**config.mk**
```make
export PLATFORM = sky130hd
export DESIGN_NAME = ack_gen_mo
export DESIGN_NICKNAME = d
export VERILOG_FILES = /design/src/rtl/ack_gen_pkg.sv /design/src/rtl/ack_delay_ctr.sv /design/src/rtl/ack_gen_mo.sv
export SDC_FILE = /design/constraint.sdc
export NUM_CORES = 1
export LEC_CHECK = 0
export BUFFER_PORTS_ARGS = -buffer_cell sky130_fd_sc_hd__buf_2
export CORE_MARGIN = 8
export CORE_UTILIZATION = 52
export CTS_CLUSTER_DIAMETER = 40
export CTS_CLUSTER_SIZE = 14
export DETAILED_ROUTE_END_ITERATION = 12
export GPL_TIMING_DRIVEN = 0
export PLACE_DENSITY = 0.76
export SLEW_MARGIN = 20
export SYNTH_ARGS = -nofsm -noshare
export SYNTH_HDL_FRONTEND = slang
export SYNTH_SLANG_ARGS = --single-unit
```
**constraint.sdc**
```tcl
create_clock -name clk_i -period 1.7 [get_ports clk_i]
set_input_delay 0.085 -clock clk_i [delete_from_list [all_inputs] [get_ports clk_i]]
set_output_delay 0.085 -clock clk_i [all_outputs]
set_load 0.02 [all_outputs]
```
**src/rtl/ack_gen_pkg.sv**
```systemverilog
// Shared constants and types for the multi-outstanding acknowledge generator.
// Latency: n/a (package only).
// Backpressure: n/a (package only).
package ack_gen_pkg;

  localparam int ACK_ID_W       = 4;
  localparam int ACK_MAX_STAGES = 16;

  // Outstanding counter must represent 0..max_out inclusive.
  function automatic int ack_cnt_w(input int max_out);
    return $clog2(max_out + 1);
  endfunction

  typedef struct packed {
    logic                v;
    logic [ACK_ID_W-1:0] id;
  } ack_ent_t;

endpackage

```
**src/rtl/ack_delay_ctr.sv**
```systemverilog
// One acknowledge path: ID delay line, outstanding counter, full flag, sticky drop flag.
// Latency: STAGES ce-qualified cycles from accept to ack.
// Backpressure: full_o when MAX_OUT in flight; requests seen while full are dropped and flagged.
module ack_delay_ctr
  import ack_gen_pkg::*;
#(
  parameter int STAGES  = 3,
  parameter int ID_W    = ACK_ID_W,
  parameter int MAX_OUT = 2
) (
  input  logic            clk_i,
  input  logic            rst_ni,
  input  logic            ce_i,
  input  logic            req_i,
  input  logic [ID_W-1:0] id_i,
  output logic            full_o,
  output logic            ack_o,
  output logic [ID_W-1:0] ack_id_o,
  output logic            ovf_o
);

  localparam int CW = ack_cnt_w(MAX_OUT);

  logic [STAGES-1:0]           v_q;
  logic [STAGES-1:0][ID_W-1:0] id_q;
  logic [CW-1:0]               cnt_q;
  logic [CW-1:0]               cnt_nxt;
  logic                        full_q;
  logic                        ovf_q;
  logic                        accept;
  logic                        retire;

  // full is taken from the register, so a same-cycle retire never unblocks a request.
  assign accept = req_i & ce_i & ~full_q;
  assign retire = v_q[STAGES-1] & ce_i;

  // Shift the valid/ID pipeline on every enabled edge.
  always_ff @(posedge clk_i or negedge rst_ni) begin
    if (!rst_ni) begin
      v_q  <= '0;
      id_q <= '0;
    end else if (ce_i) begin
      v_q[0]  <= accept;
      id_q[0] <= id_i;
      for (int k = 1; k < STAGES; k++) begin
        v_q[k]  <= v_q[k-1];
        id_q[k] <= id_q[k-1];
      end
    end
  end

  // Next outstanding count: accept and retire together cancel out.
  always_comb begin
    cnt_nxt = cnt_q;
    case ({accept, retire})
      2'b10:   cnt_nxt = cnt_q + CW'(1);
      2'b01:   cnt_nxt = cnt_q - CW'(1);
      default: cnt_nxt = cnt_q;
    endcase
  end

  // Counter, registered full compare and sticky drop flag.
  always_ff @(posedge clk_i or negedge rst_ni) begin
    if (!rst_ni) begin
      cnt_q  <= '0;
      full_q <= 1'b0;
      ovf_q  <= 1'b0;
    end else if (ce_i) begin
      cnt_q  <= cnt_nxt;
      full_q <= (cnt_nxt == CW'(MAX_OUT));
      if (req_i && full_q) begin
        ovf_q <= 1'b1;
      end
    end
  end

  assign full_o   = full_q;
  assign ovf_o    = ovf_q;
  assign ack_o    = retire;
  // ID is zeroed outside an acknowledge so idle outputs stay quiet.
  assign ack_id_o = retire ? id_q[STAGES-1] : '0;

endmodule

```
**src/rtl/ack_gen_mo.sv**
```systemverilog
// Read/write ID-tagged acknowledge generator; ACK_GEN_MO_REG_OUT_EN adds an output register stage.
// Latency: READ_STAGES / WRITE_STAGES ce cycles (+1 with ACK_GEN_MO_REG_OUT_EN).
// Backpressure: rfull_o / wfull_o at MAX_OUT outstanding; dropped requests set sticky rovf_o / wovf_o.
module ack_gen_mo
  import ack_gen_pkg::*;
#(
  parameter int ID_W         = ACK_ID_W,
  parameter int READ_STAGES  = 3,
  parameter int WRITE_STAGES = 1,
  parameter int MAX_OUT      = 2
) (
  input  logic            clk_i,
  input  logic            rst_ni,
  input  logic            ce_i,
  input  logic            rreq_i,
  input  logic [ID_W-1:0] rid_i,
  input  logic            wreq_i,
  input  logic [ID_W-1:0] wid_i,
  output logic            rfull_o,
  output logic            wfull_o,
  output logic            rack_o,
  output logic [ID_W-1:0] rack_id_o,
  output logic            wack_o,
  output logic [ID_W-1:0] wack_id_o,
  output logic            ack_o,
  output logic            rovf_o,
  output logic            wovf_o
);

  logic            r_ack;
  logic [ID_W-1:0] r_ack_id;
  logic            w_ack;
  logic [ID_W-1:0] w_ack_id;

  ack_delay_ctr #(
    .STAGES  (READ_STAGES),
    .ID_W    (ID_W),
    .MAX_OUT (MAX_OUT)
  ) u_rd (
    .clk_i    (clk_i),
    .rst_ni   (rst_ni),
    .ce_i     (ce_i),
    .req_i    (rreq_i),
    .id_i     (rid_i),
    .full_o   (rfull_o),
    .ack_o    (r_ack),
    .ack_id_o (r_ack_id),
    .ovf_o    (rovf_o)
  );

  ack_delay_ctr #(
    .STAGES  (WRITE_STAGES),
    .ID_W    (ID_W),
    .MAX_OUT (MAX_OUT)
  ) u_wr (
    .clk_i    (clk_i),
    .rst_ni   (rst_ni),
    .ce_i     (ce_i),
    .req_i    (wreq_i),
    .id_i     (wid_i),
    .full_o   (wfull_o),
    .ack_o    (w_ack),
    .ack_id_o (w_ack_id),
    .ovf_o    (wovf_o)
  );

`ifdef ACK_GEN_MO_REG_OUT_EN
  logic            rack_q;
  logic [ID_W-1:0] rack_id_q;
  logic            wack_q;
  logic [ID_W-1:0] wack_id_q;

  // Capture acknowledges on enabled edges; the counters already retired them.
  always_ff @(posedge clk_i or negedge rst_ni) begin
    if (!rst_ni) begin
      rack_q    <= 1'b0;
      rack_id_q <= '0;
      wack_q    <= 1'b0;
      wack_id_q <= '0;
    end else if (ce_i) begin
      rack_q    <= r_ack;
      rack_id_q <= r_ack_id;
      wack_q    <= w_ack;
      wack_id_q <= w_ack_id;
    end
  end

  // Still qualified by ce_i so a stall cannot replay a held acknowledge.
  assign rack_o    = rack_q & ce_i;
  assign rack_id_o = rack_o ? rack_id_q : '0;
  assign wack_o    = wack_q & ce_i;
  assign wack_id_o = wack_o ? wack_id_q : '0;
`else
  assign rack_o    = r_ack;
  assign rack_id_o = r_ack_id;
  assign wack_o    = w_ack;
  assign wack_id_o = w_ack_id;
`endif

  assign ack_o = rack_o | wack_o;

endmodule

```
==> flow_metrics.env <==
export IMPL_fill_cells=185
export IMPL_yosysWarnings=0
export IMPL_core_mm2=0.002387
export IMPL_grtUsageTotal_pct=12.42
export IMPL_die_area_mm2=0.004251
export IMPL_end_kind="register"
export IMPL_fin_tns_setup_ns=0
export IMPL_period_share_pct=90.24
export IMPL_cts_buffers=3
export IMPL_fin_nets=147
export IMPL_p_sw_uw=524.5
export IMPL_power_density_cell_area_mw_per_mm2=1159
export IMPL_hold_start="rreq_i"
export IMPL_syn_instance_count=91
export IMPL_vias=817
export IMPL_relSlewSlack_pct=60.08
export IMPL_drtIter0Drc=13
export IMPL_die_y_um=65.20
export IMPL_cp_max_fo=7
export IMPL_io_pins=28
export IMPL_hold_viol=0
export IMPL_syn_to_final_growth_pct=25.05
export IMPL_max_vdd_ir_drop_v=0.0009420
export IMPL_worst_slew_pin_slew_ns=0.5988
export IMPL_cts_max_path_buffers=2
export IMPL_p_int_mw=1.299
export IMPL_p_sw_share_pct=28.76
export IMPL_r2r_start="u_rd.v_q[2]$_DFFE_PN0P_"
export IMPL_insertion_delay_ns=0.32
export IMPL_die_w_um=65.20
export IMPL_drive_above_1_share_pct=33.59
export IMPL_start_kind="register"
export IMPL_run_status="finished clean"
export IMPL_fmax_mhz=651.8
export IMPL_fin_worst_skew_ns=0.003565
export IMPL_ys_flop_type="dfrtp_1"
export IMPL_rows=18
export IMPL_cts_sinks=28
export IMPL_ys_seq_elements=28
export IMPL_grt_pass1_wl_um=4209
export IMPL_rsz0062_at_grt="no"
export IMPL_fin_cells=161
export IMPL_synth_most_common_cell="dfrtp_1"
export IMPL_critPathArrivalTime_ns=1.79
export IMPL_dp_hpwl_um=1724
export IMPL_synthTopCellsByCount="dfrtp_1, mux2_1, mux2_4"
export IMPL_rrSetupSlack_ns=0.17
export IMPL_cp_required_ns=1.95
export IMPL_cts_max_level=1
export IMPL_start_util_pct=52.73
export IMPL_ff_latch_area_um2=700.7
export IMPL_drt_first_pass_iters=2
export IMPL_yosysSeqAreaShare_pct=55.67
export IMPL_synth_area_per_cell_um2=13.83
export IMPL_slew_viol_final=0
export IMPL_yosysTopAreaCell="dfrtp_1"
export IMPL_syn_num_nets=106
export IMPL_grt_max_degree=29
export IMPL_yosysUniqueCellTypes=19
export IMPL_postSynth_asyncResetShare_pct=100.0
export IMPL_p_seq_share_pct=51.2
export IMPL_vias_per_cell=5.075
export IMPL_min_path_type="in2reg"
export IMPL_yosysTopAreaCellShare_pct=55.67
export IMPL_synth_edff_count=0
export IMPL_syn_area_mm2=0.001259
export IMPL_diodes=0
export IMPL_critPathLaunch="u_rd.v_q[2]$_DFFE_PN0P_"
export IMPL_wirelength_um=2396
export IMPL_antenna_found_initial=0
export IMPL_drc_errors=0
export IMPL_multiInputGateArea_um2=514.2
export IMPL_critPathKind="reg2reg"
export IMPL_clkPwrFrac_pct=23.2
export IMPL_port_buffers=27
export IMPL_clk_pin_slew_worst_paths_ns=0.14
export IMPL_ys_top_cells_by_area="dfrtp_1, mux2_4, mux2_1"
export IMPL_gp_congestion=0.6867
export IMPL_clk_root_buffer_cell="clkbuf_4"
export IMPL_setup_viol=0
export IMPL_dp_cells=148
export IMPL_grt_overflow_total=0
export IMPL_grt_pass1_vias=933
export IMPL_wl_per_cell_um=14.88
export IMPL_cts_tree="built"
export IMPL_drv_cap=0
export IMPL_pwr_share_comb_pct=25.6
export IMPL_min_period_ns=1.534
export IMPL_ant_nets=0
export IMPL_post_cts_setup_buffers=0
export IMPL_p_leak_nw=0.7718
-- registers in the layout, indices dropped and copies added, names as in the netlist --
| register | cells |
|---|---|
| u_wr.ovf_o | 1 |
| u_wr.id_q | 4 |
| u_rd.cnt_q | 2 |
| u_rd.v_q | 3 |
| u_rd.ovf_o | 1 |
| u_rd.full_o | 1 |
| u_wr.v_q | 1 |
| u_rd.id_q | 12 |
| u_wr.full_o | 1 |
| u_wr.cnt_q | 2 |
-- repair_timing --
action,CTS,global route
endpoints found under the hold margin,36,0
gates resized for setup,0,0
hold buffers,9,0
-- power groups by stage --
stage	combinational (mW)	clock [mW]	sequential, mW
floorplan	0.319	0	0.934
global placement	0.437	0	0.933
detailed placement	0.454	0	0.943
CTS	0.476	0.436	0.931
global route	0.517	0.462	0.953
finish	0.467	0.423	0.933
-- routing by layer --
layer,up-vias,share of wire [%],track usage [%]
li1,394,-,-
met1,403,48,15.37
met2,18,47,20.42
met3,2,4.7,3.231
met4,0,0.33,4.360
met5,-,0,0
-- path summary, 6_finish.rpt --
check | to | depth (start not counted)
setup / recovery | u_rd.cnt_q[1]$_DFFE_PN0P_ | 5
hold / removal | u_rd.ovf_o$_DFFE_PN0P_ | 2
setup reg to reg | u_rd.cnt_q[1]$_DFFE_PN0P_ | 5
hold reg to reg | u_rd.ovf_o$_DFFE_PN0P_ | 1
max in group asynchronous | u_wr.v_q$_DFFE_PN0P_ | 2
min in group asynchronous | u_wr.id_q[1]$_DFFE_PN0P_ | 2
-- cells by family after synthesis --
kind of cell	Yosys count	synth area share, %
AND/OR/NAND/NOR	22	10.73
AO/OA/AOI/OAI	7	3.778
buffers and inverters	6	3.479
flip-flops	28	55.67
adder cells (fa/ha/maj)	2	1.988
XOR/XNOR	8	5.567
multiplexers	18	18.79
-- area by class of cell --
class                   instances  area share [%]
plain buffers                   4           2.305
well taps                      30           2.385
clock inverters                 1           1.908
multi-input cells              57           32.67
flip-flops and latches         28           44.52
clock buffers                   3           1.431
repair buffers                 36           14.31
inverters                       2          0.4769
-- metrics by stage --
stage | hold WS [ns] | utilization [%] | area (µm²) | power (mW) | setup slack, ns
floorplan | -0.2106 | - | 1259 | 1.253 | 0.2325
finish | 0.01519 | 65.93 | 1574 | 1.824 | 0.1659
CTS | 0.0003923 | 65.93 | 1574 | 1.843 | 0.1634
detailed placement | 0.1271 | 59.96 | 1431 | 1.397 | 0.1493
global placement | 0.1262 | 59.96 | 1431 | 1.370 | 0.1602
global route | 0.001964 | 65.93 | 1574 | 1.932 | 0.07023
-- critical path: stages (launching register included) --
cell and delay (ns):
dfrtp_1 0.47, and2_1 0.20, ha_1 0.30, nand2b_1 0.19
nor2_1 0.15, xor2_1 0.15
-- layout by cell type (no fill, tap or decap) --
master,n
buf_2,29
dfrtp_1,28
mux2_4,9
mux2_1,9
dlygate4sd3_1,9
and3_1,8
nand3b_1,6
xnor2_1,6
nor2_1,4
clkbuf_4,3
and2_1,2
a31o_1,2
a31oi_1,2
nand2b_1,2
xor2_1,2
inv_1,2
o21ai_1,2
ha_1,2
buf_6,1
buf_8,1
o21a_1,1
bufinv_16,1
Note: power is estimated with default switching activity, not from simulation.
